## config.mk

```make
export PLATFORM = sky130hd
export DESIGN_NAME = alu_issue
export DESIGN_NICKNAME = d
export VERILOG_FILES = /design/src/rtl/alu_issue_pkg.sv /design/src/rtl/alu_issue_fifo.sv /design/src/rtl/alu_issue.sv
export SDC_FILE = /design/constraint.sdc
export NUM_CORES = 1
export LEC_CHECK = 0
export ABC_AREA = 1
export BUFFER_PORTS_ARGS = -buffer_cell sky130_fd_sc_hd__buf_2
export CAP_MARGIN = 20
export CORE_AREA = 2 2 158 160
export CTS_CLUSTER_SIZE = 25
export DETAILED_ROUTE_END_ITERATION = 10
export DIE_AREA = 0 0 160 162
export GPL_TIMING_DRIVEN = 0
export PLACE_DENSITY = 0.73
export SLEW_MARGIN = 10
export SYNTH_ARGS = -nofsm -noshare
export SYNTH_HDL_FRONTEND = slang
export SYNTH_SLANG_ARGS = --single-unit
```

## constraint.sdc

```tcl
create_clock -name clk -period 5.45 [get_ports clk]
set_clock_uncertainty 0.1 [all_clocks]
set_input_delay 1.09 -clock clk [delete_from_list [all_inputs] [get_ports clk]]
set_output_delay 1.09 -clock clk [all_outputs]
set_load 0.03 [all_outputs]
```

## src/rtl/alu_issue_pkg.sv

```systemverilog
// alu_issue_pkg: LEGv8 opcodes, ALUControl encoding, FIFO entry layout and opcode decode for alu_issue
package alu_issue_pkg;
  localparam int XLEN = 64;
  localparam logic [10:0] OP_ADD  = 11'b10001011000;
  localparam logic [10:0] OP_SUB  = 11'b11001011000;
  localparam logic [10:0] OP_AND  = 11'b10001010000;
  localparam logic [10:0] OP_ORR  = 11'b10101010000;
  localparam logic [10:0] OP_LDUR = 11'b11111000010;
  localparam logic [10:0] OP_STUR = 11'b11111000000;
  typedef enum logic [3:0] {
    ALU_AND   = 4'b0000,
    ALU_ORR   = 4'b0001,
    ALU_ADD   = 4'b0010,
    ALU_SUB   = 4'b0110,
    ALU_PASSB = 4'b0111
  } alu_ctrl_t;
  typedef struct packed {
    logic [XLEN-1:0] result;
    logic            zero;
    logic            illegal;
  } fifo_entry_t;
  typedef struct packed {
    alu_ctrl_t ctrl;
    logic      illegal;
  } decode_t;
  function automatic decode_t decode(input logic [10:0] op);
    casez (op)
      OP_ADD, OP_LDUR, OP_STUR: return '{ALU_ADD, 1'b0};
      OP_SUB:                   return '{ALU_SUB, 1'b0};
      OP_AND:                   return '{ALU_AND, 1'b0};
      OP_ORR:                   return '{ALU_ORR, 1'b0};
      11'b10110100???:          return '{ALU_PASSB, 1'b0};
      default:                  return '{ALU_AND, 1'b1};
    endcase
  endfunction
endpackage

```

## src/rtl/alu_issue_fifo.sv

```systemverilog
// alu_issue_fifo: sync FIFO of T entries; ports clk, reset, push/push_data, pop, head, count
module alu_issue_fifo #(
  parameter int  DEPTH = 2,
  parameter type T     = logic
) (
  input  logic                     clk,
  input  logic                     reset,
  input  logic                     push,
  input  T                         push_data,
  input  logic                     pop,
  output T                         head,
  output logic [$clog2(DEPTH):0]   count
);
  localparam int AW = $clog2(DEPTH);
  localparam int CW = AW + 1;
  T mem [DEPTH];
  logic [AW-1:0] wr, rd;
  logic do_push, do_pop;
  assign do_pop = pop && count != '0;
  assign do_push = push && (count < CW'(DEPTH) || do_pop);
  assign head = mem[rd];
  always_ff @(posedge clk) begin
    if (do_push) mem[wr] <= push_data;
    if (reset) begin
      wr <= '0;
      rd <= '0;
      count <= '0;
    end else begin
      if (do_push) wr <= wr + AW'(1);
      if (do_pop) rd <= rd + AW'(1);
      count <= count + CW'(do_push) - CW'(do_pop);
    end
  end
endmodule

```

## src/rtl/alu_issue.sv

```systemverilog
// alu_issue: issues LEGv8 ops to an external ALU and queues results; ports: in_* request, alu_* ALU link, out_* result, err_mismatch; optional checker macro ALU_ISSUE_CHECK_EN
module alu_issue
  import alu_issue_pkg::*;
#(
  parameter int N     = 64,
  parameter int DEPTH = 2
) (
  input  logic         clk,
  input  logic         reset,
  input  logic         in_valid,
  output logic         in_ready,
  input  logic [10:0]  in_opcode,
  input  logic [N-1:0] in_a,
  input  logic [N-1:0] in_b,
  output logic [N-1:0] alu_a,
  output logic [N-1:0] alu_b,
  output logic [3:0]   alu_control,
  input  logic [N-1:0] alu_result,
  input  logic         alu_zero,
  output logic         out_valid,
  input  logic         out_ready,
  output logic [N-1:0] out_result,
  output logic         out_zero,
  output logic         out_illegal,
  output logic         err_mismatch
);
  localparam int CW = $clog2(DEPTH) + 1;
  typedef enum logic {IDLE, EXEC} state_t;
  state_t state, state_nx;
  logic [CW-1:0] count;
  logic accept, ill_q, pop;
  fifo_entry_t push_data, head;
  decode_t dec;
  assign dec = decode(in_opcode);
  // credit counts the in-flight op so its capture can never overflow the FIFO
  assign in_ready = (count + CW'(state == EXEC)) < CW'(DEPTH);
  assign accept = in_valid && in_ready;
  always_comb state_nx = accept ? EXEC : IDLE;
  always_ff @(posedge clk) begin
    if (reset) begin
      state <= IDLE;
      alu_a <= '0;
      alu_b <= '0;
      alu_control <= ALU_AND;
      ill_q <= 1'b0;
    end else begin
      state <= state_nx;
      if (accept) begin
        alu_a <= in_a;
        alu_b <= in_b;
        alu_control <= dec.ctrl;
        ill_q <= dec.illegal;
      end
    end
  end
  assign push_data = ill_q ? '{result: '0, zero: 1'b1, illegal: 1'b1}
                           : '{result: XLEN'(alu_result), zero: alu_zero, illegal: 1'b0};
  assign out_valid = count != '0;
  assign pop = out_valid && out_ready;
  alu_issue_fifo #(.DEPTH(DEPTH), .T(fifo_entry_t)) u_fifo (
    .clk      (clk),
    .reset    (reset),
    .push     (state == EXEC),
    .push_data(push_data),
    .pop      (pop),
    .head     (head),
    .count    (count)
  );
  assign out_result = out_valid ? head.result[N-1:0] : '0;
  assign out_zero = out_valid && head.zero;
  assign out_illegal = out_valid && head.illegal;
`ifdef ALU_ISSUE_CHECK_EN
  logic [N-1:0] ref_result;
  always_comb
    ref_result = alu_control == ALU_AND ? alu_a & alu_b :
                 alu_control == ALU_ORR ? alu_a | alu_b :
                 alu_control == ALU_ADD ? alu_a + alu_b :
                 alu_control == ALU_SUB ? alu_a - alu_b : alu_b;
  always_ff @(posedge clk) begin
    if (reset) err_mismatch <= 1'b0;
    else if (state == EXEC && !ill_q && (ref_result != alu_result || (ref_result == '0) != alu_zero))
      err_mismatch <= 1'b1;
  end
`else
  assign err_mismatch = 1'b0;
`endif
endmodule

```

==> impl_results.md, run 1 <==
* Root Buffer: clkbuf_16
* RSZ-0062 raised after global routing: no
* CTS max path bufs at 3
* Hold Buf Count CTS at 0
* CTS Sinks at 270
* # H-tree levels at 1
* Register area share after synthesis at 0.646
* VDD IR max at 0.318 mV
* Power share of the combinational group at 0.390
* Die ar. at 0.0259 mm2
* PnR Total Power at 7.43 mW
* CP startpoint kind: flop
* Die Ht at 162 um
* Total negative slack at 0 ns
* LEAKAGE at 6.60 nW
* Arrival time worst endpoint at 2.60 ns
* Switching component of the power at 3.03 mW
* Nets at 1,790
* Initial antenna violation count at 6
* Tmin final at 3.79 ns
* Reg power frac at 0.361
* Vias in the first global route at 8,966
* Final Max Slew Viols at 0
* Hold depth at 1
* Synth Register Bits at 270
* CTS clk-pin slew, worst paths at 0.06 ns
* Final instance area at 0.0139 mm2
* Area post-placement at 0.0130 mm2
* Core area at 0.0241 mm2
* Global route overflow at 0
* Fill count at 2,218
* Internal power at 4.40 mW
* Tcrit/Tclk final at 0.695
* Average size of a mapped cell at 9.14 um2
* TritonCTS clock tree: done
* DRC Markers at 0
* Hold Slack at 0.364 ns
* IO buf count at 406
* Fin cells at 1,929
* Total power per unit cell area at 536 mW/mm2
* DR pass1 iterations at 5
* Worst setup EP type: output pin
* Slew @ Worst Pin at 0.822 ns
* Post-CTS Resized at 0
* Area of the multi-input gates at 0.00300 mm2
* Final setup margin at 1.66 ns
* First-pass GRT wire length at 46,600 um
* Cell Rows at 57
* Post-Place Cells at 1,874
* GPL Wtd Cong at 0.853
* Clock Latency Late Sink at 0.52 ns
* Worst Path Max Fanout at 10
* Worst r2r path cells at 8
* Max Freq at 264 MHz
* Via count at 9,098
* Register area at 0.00673 mm2
* Warnings, synthesis at 0
* Critical path type: flop to output pin
* WL/cell at 15.8 um
* # IOs at 409
* GR Util All Layers at 0.226
* Fraction of layout cells with a size suffix above 1 at 0.299
* Starting DRT DRC Count at 632
* Post-Syn Area at 0.0104 mm2
* Sw frac at 0.408
* Max-slew headroom at 0.450
* Max-cap violations at 0
* Largest net degree at the start of global routing at 31
* Post-CTS setup buffers at 0
* Num CTS Buffers at 28
* Initial Utilization at 0.432
* Final setup violation count at 0
* Clock Power Share at 0.248
* Post-Syn Instances at 1,139
* Vias per inst at 4.72
* Area grow syn2layout at 33.2%
* Dpl ws at 2.20 ns
* Chip width at 160 um
* Hold Vio Cnt, Final at 0
* Drt total wl at 30,500 um
* Antenna-violating nets left at 0
* Post-DP HPWL at 23,000 um
* Status: finished, final reports clean
* Distinct cells, synth at 24
* Tightest Hold Check Type: flop to flop
* Final core occ at 0.575
* CP Data Required Time at 4.26 ns
## Yosys cell counts
cell	instances	share of area
a21oi_1	71	0.034
buf_1	10	0.0036
buf_2	5	0.0024
buf_4	2	0.0014
buf_6	12	0.013
clkbuf_1	43	0.016
clkinv_1	1	0.00036
conb_1	1	0.00036
dfxtp_1	138	0.27
edfxtp_1	132	0.38
ha_1	2	0.0024
inv_1	85	0.031
inv_2	1	0.00036
nand2_1	152	0.055
nand2_4	1	0.0011
nand3_1	8	0.0038
nand3b_1	1	0.00072
nor2_1	337	0.12
nor3_1	2	0.00096
o21ai_0	103	0.050
o21ai_1	29	0.014
or2_2	1	0.00060
xnor2_1	1	0.00084
xor2_2	1	0.0016
## logic make-up (layout without fill, tap and decap cells)
family	after synthesis	after routing	synth area share
buffers and inverters	159	621	0.0673
XOR/XNOR	2	2	0.00241
flip-flops	270	270	0.646
AND/OR/NAND/NOR	502	502	0.184
AO/OA/AOI/OAI	203	203	0.0976
other	1	5	0.000360
adder cells (fa/ha/maj)	2	2	0.00240
## final cells by class
type	instances	area share
inverter	87	0.0236
sequential	270	0.485
clock inverter	7	0.00478
multi-input combinational	711	0.216
tap	324	0.0292
clock buffer	45	0.0599
timing repair buffer	410	0.153
buffer	72	0.0270
antenna	3	0.000542
## power by group through the flow
| stage | logic (mW) | clock network, mW | registers, mW |
|---|---|---|---|
| 4_1_cts | 2.91 | 1.88 | 2.68 |
| 3_5_place_dp | 2.90 | 0 | 2.72 |
| 2_1_floorplan | 1.51 | 0 | 3.16 |
| 5_1_grt | 3.14 | 1.96 | 2.72 |
| 3_3_place_gp | 2.85 | 0 | 2.72 |
| 6_report | 2.90 | 1.85 | 2.69 |
## critical path, cell delays in order (launching register included)
cell      delay, ns
dfxtp_1        0.35
nor2_1         0.48
clkbuf_1       0.45
buf_1          0.45
a21oi_1        0.13
buf_2          0.21
## flip-flops by register name, indices dropped and copies added (netlist names), named ones only
| name | flops |
|---|---|
| u_fifo.rd | 1 |
| u_fifo.wr | 1 |
| state | 1 |
| u_fifo.mem | 132 |
| u_fifo.count | 2 |
| alu_control | 3 |
| alu_a | 64 |
| alu_b | 64 |
| ill_q | 1 |
## worst paths after layout
| path | from | slack (ns) | end |
|---|---|---|---|
| worst min-delay path | u_fifo.rd$_SDFFE_PP0P_ | 0.36 | u_fifo.rd$_SDFFE_PP0P_ |
| worst min register to register | u_fifo.rd$_SDFFE_PP0P_ | 0.36 | u_fifo.rd$_SDFFE_PP0P_ |
| worst max register to register | u_fifo.count[1]$_SDFF_PP0_ | 3.32 | u_fifo.count[1]$_SDFF_PP0_ |
| worst max-delay path | u_fifo.count[1]$_SDFF_PP0_ | 1.66 | out_result[50] |
## metal layers
metal  track usage  part of all wire
met2         0.415              0.52
met1         0.257              0.38
met4        0.0672             0.026
met5             0                 0
met3        0.0633             0.081
## placed cells by master (no fill, tap or decap), types with 8 or more instances in the layout
cell and n:
dfxtp_1 138, clkbuf_1 51, nor2_1 335, clkbuf_16 29, nand3_1 8, o21ai_1 29, buf_1 10, edfxtp_1 132
o21ai_0 103, a21oi_1 71, buf_2 411, inv_1 85, buf_6 12, nand2_1 152
(Power assumes the default switching activity.)
==> run 2, diff against run 1 <==
--- a/config.mk
+++ b/config.mk
@@ -5,7 +5,7 @@
 export SDC_FILE = /design/constraint.sdc
 export NUM_CORES = 1
 export LEC_CHECK = 0
-export ABC_AREA = 1
+export ABC_AREA = 0
 export BUFFER_PORTS_ARGS = -buffer_cell sky130_fd_sc_hd__buf_2
 export CAP_MARGIN = 20
 export CORE_AREA = 2 2 158 160
==> constraint.sdc (replaced) <==
create_clock -name clk -period 3.92 [get_ports clk]
set_clock_uncertainty 0.1 [all_clocks]
set_input_delay 0.784 -clock clk [delete_from_list [all_inputs] [get_ports clk]]
set_output_delay 0.784 -clock clk [all_outputs]
set_load 0.03 [all_outputs]
==> run 2 against run 1 <==
Effect of this change:
- sequential power is 30% higher
- critical path depth stayed put
- clock power is 44% higher
- utilization is 0.052 points lower
- sequential share of layout area hardly changed
- via count is 7.1% lower
- count of clock-buffer cells in the layout is 15 lower
- largest power group is now sequential cells
- critical path type unchanged
- die area stayed put
- area after synthesis is 0.52% lower
- first-iteration DRC count is 41% lower
- hold slack worse by 0.012 ns
- setup slack worse by 1.1 ns
==> impl_results.md, run 2 <==
* CTS max path bufs at 3 (unchanged)
* Tcrit/Tclk final at 0.853
* Hold Buf Count CTS at 0 (unchanged)
* Worst Path Max Fanout at 10 (unchanged)
* Slowest CP cell: clkbuf_1 (was nor2_1)
* Mux cell area share after synthesis at 0.0671 (was 0)
* GPL Wtd Cong at 0.921 (was 0.853)
* Distinct cells, synth at 35 (was 24)
* Post-DP HPWL at 22,900 um (was 23,000 um)
* Die Ht at 162 um (unchanged)
* Top cells by area, synth: edfxtp_1 (38%), dfxtp_1 (27%), nand2_1 (9.3%) (was edfxtp_1 (38%), dfxtp_1 (27%), nor2_1 (12%))
* WL/cell at 17.2 um (was 15.8 um)
* Worst path most repeated cell: nor2_1
* Final instance area at 0.0139 mm2 (about the same)
* CP Data Required Time at 3.04 ns (was 4.26 ns)
* Area grow syn2layout at 33.8% (was 33.2%)
* Worst setup EP type: output pin (unchanged)
* Die ar. at 0.0259 mm2 (unchanged)
* Post-Syn Instances at 977 (was 1,139)
* Initial antenna violation count at 7 (was 6)
* Largest family of logic cells by synthesized area: simple AND/OR/NAND/NOR gates (unchanged)
* Antenna-violating nets left at 0 (unchanged)
* Drt total wl at 30,500 um (about the same)
* Largest Register: u_fifo.mem (unchanged)
* Fraction of layout cells with a size suffix above 1 at 0.345 (was 0.299)
* LEAKAGE at 6.02 nW (was 6.60 nW)
* Arrival time worst endpoint at 2.46 ns (was 2.60 ns)
* Synth top area share at 0.383 (was 0.381)
* Initial Utilization at 0.430 (was 0.432)
* Fin cells at 1,770 (was 1,929)
* CP startpoint kind: flop (unchanged)
* Yosys top cell by area: edfxtp_1 (unchanged)
* Register area at 0.00673 mm2 (unchanged)
* Via count at 8,451 (was 9,098)
* Vias in the first global route at 8,539 (was 8,966)
* Area post-placement at 0.0129 mm2 (was 0.0130 mm2)
* Reg2reg start: u_fifo.count[1]$_SDFF_PP0_ (unchanged)
* Max-slew headroom at 0.371 (was 0.450)
* TritonCTS clock tree: done (unchanged)
* Average size of a mapped cell at 10.6 um2 (was 9.14 um2)
* VDD IR max at 0.378 mV (was 0.318 mV)
* Warnings, synthesis at 0 (unchanged)
* # H-tree levels at 1 (unchanged)
* Commonest non-fill, non-tap cell in the layout: buf_2 (unchanged)
* IO buf count at 406 (unchanged)
* RSZ-0062 raised after global routing: no (unchanged)
* Chip width at 160 um (unchanged)
* Post-CTS Resized at 0 (unchanged)
* Global route overflow at 0 (unchanged)
* Total power per unit cell area at 688 mW/mm2 (was 536 mW/mm2)
* CTS Sinks at 270 (unchanged)
* CTS clk-pin slew, worst paths at 0.06 ns (about the same)
* Most frequent cells in the layout: buf_2 (428), nand2_1 (257), dfxtp_1 (138) (was buf_2 (411), nor2_1 (335), nand2_1 (152))
* Cell Rows at 57 (unchanged)
* Post-CTS setup buffers at 0 (unchanged)
* Largest net degree at the start of global routing at 30 (was 31)
* Tmin final at 3.34 ns
* DRC Markers at 0 (unchanged)
* Starting DRT DRC Count at 375 (was 632)
* Nets at 1,628 (was 1,790)
* Tightest Hold Check Type: flop to flop (unchanged)
* Crit path launch: u_fifo.count[1]$_SDFF_PP0_ (unchanged)
* Clock Latency Late Sink at 0.54 ns (was 0.52 ns)
* CP Cell Sequence: nor2_1, clkbuf_1, buf_1, nor2_1, buf_2 (was nor2_1, clkbuf_1, buf_1, a21oi_1, buf_2)
* Slew @ Worst Pin at 0.933 ns (was 0.822 ns)
* First-pass GRT wire length at 45,900 um (was 46,600 um)
* Synth Register Bits at 270 (unchanged)
* Total negative slack at 0 ns (unchanged)
* Post-synth EDFFs at 132 (unchanged)
* Core area at 0.0241 mm2 (unchanged)
* Num CTS Buffers at 28 (unchanged)
* Hold Slack at 0.352 ns (was 0.364 ns)
* Commonest cells post-synth: nand2_1 (257), dfxtp_1 (138), edfxtp_1 (132), a21oi_1 (131), nor2_1 (76) (was nor2_1 (337), nand2_1 (152), dfxtp_1 (138), edfxtp_1 (132), o21ai_0 (103))
* Top_reg_cell synth: dfxtp_1 (unchanged)
* Hold Vio Cnt, Final at 0 (unchanged)
* Max Freq at 299 MHz
* GR Util All Layers at 0.226 (about the same)
* Flop2flop setup slack at 1.69 ns (was 3.32 ns)
* Flip-flop count of the largest register after layout at 132 (unchanged)
* Adder-Cell Fraction of Synth Area at 0.00242 (was 0.00240)
* Post-synth ARST share at 0 (unchanged)
* # IOs at 409 (unchanged)
* Max-cap violations at 0 (unchanged)
* Xor-xnor portion of the synthesized cell area at 0.00423 (was 0.00240)
* Post-synthesis simple-gate area fraction at 0.171 (was 0.184)
* Most numerous cell in the Yosys netlist: nand2_1 (was nor2_1)
* Largest regs: u_fifo.mem: 132 flops, alu_a: 64 flops, alu_b: 64 flops (unchanged)
* Synth Area in Compound Gates at 0.0698 (was 0.0976)
* Fill count at 2,138 (was 2,218)
* Slowest stage delay, CP at 0.49 ns (was 0.48 ns)
* Final Max Slew Viols at 0 (unchanged)
* Vias per inst at 4.77 (was 4.72)
* Status: finished, final reports clean (unchanged)
* Area of the multi-input gates at 0.00328 mm2 (was 0.00300 mm2)
* DR pass1 iterations at 4 (was 5)
* Hold Startpoint: alu_b[23]$_SDFFE_PP0P_ (was u_fifo.rd$_SDFFE_PP0P_)
* Critical path type: flop to output pin (unchanged)
* Post-Place Cells at 1,712 (was 1,874)
* Final setup violation count at 0 (unchanged)
* Root Buffer: clkbuf_16 (unchanged)
* Register area share after synthesis at 0.650 (was 0.646)
* Post-Syn Area at 0.0104 mm2 (about the same)
run 2: changes by cell type after synthesis, sizes merged, moves of 2 or more:
| cell | delta |
|---|---|
| o221a | +2 |
| nor2 | -261 |
| inv | -78 |
| nand3 | -6 |
| xnor2 | +4 |
| nor2b | +68 |
| buf | +9 |
| clkbuf | -13 |
| o21ai | -129 |
| mux2i | +67 |
| a21oi | +60 |
| nand2 | +104 |
| and2 | +4 |
run 2: cells by family (layout without fill, tap and decap cells):
family | after synthesis | count (layout)
buf+inv | 76 | 538
fa+ha+maj | 2 | 2
flops | 270 | 270
xor+xnor | 5 | 5
compound gates | 139 | 139
simple gates | 416 | 416
mux | 68 | 68
other cells | 1 | 8
run 2: layer usage:
metal,up-vias,track usage,part of all wire
met2,309,0.419,0.52
met5,-,0,0.00098
met3,53,0.0751,0.088
met1,3934,0.245,0.37
li1,4151,-,-
met4,4,0.0721,0.026
run 2: final timing paths:
| path | end | depth (start not counted) |
|---|---|---|
| max | out_result[26] | 5 |
| min | alu_b[23]$_SDFFE_PP0P_ | 2 |
| max reg2reg | u_fifo.count[1]$_SDFF_PP0_ | 7 |
| min reg2reg | alu_b[23]$_SDFFE_PP0P_ | 2 |
run 2: worst max-delay path, delay by kind of cell (launching register included):
| kind | cells | cell delay [ns] |
|---|---|---|
| buffers and inverters | 3 | 1.13 |
| flip-flops | 1 | 0.35 |
| AND/OR/NAND/NOR | 2 | 0.42 |
run 2: final cells by class:
| cell class | count | area share |
|---|---|---|
| repair buffers | 410 | 0.153 |
| clock buffers | 30 | 0.0511 |
| plain buffers | 68 | 0.0239 |
| well taps | 324 | 0.0293 |
| flip-flops and latches | 270 | 0.486 |
| clock inverters | 22 | 0.0166 |
| multi-input cells | 632 | 0.237 |
| diodes | 6 | 0.00108 |
| inverters | 8 | 0.00217 |
run 2: stage by stage:
stage	power, mW	setup WS, ns	util
6_report	9.53	0.576	0.575
5_1_grt	9.99	0.363	0.574
4_1_cts	9.61	0.476	0.574
3_5_place_dp	6.94	1.10	0.535
3_3_place_gp	6.89	-2.20	0.531
2_1_floorplan	5.84	-0.401	-
run 2: where the power goes:
| group | internal [mW] | switching, mW | leakage, nW | total (mW) |
|---|---|---|---|---|
| combinational | 0.989 | 2.38 | 3.22 | 3.37 |
| clock | 1.57 | 1.10 | 0.445 | 2.67 |
| sequential | 3.35 | 0.133 | 2.36 | 3.49 |
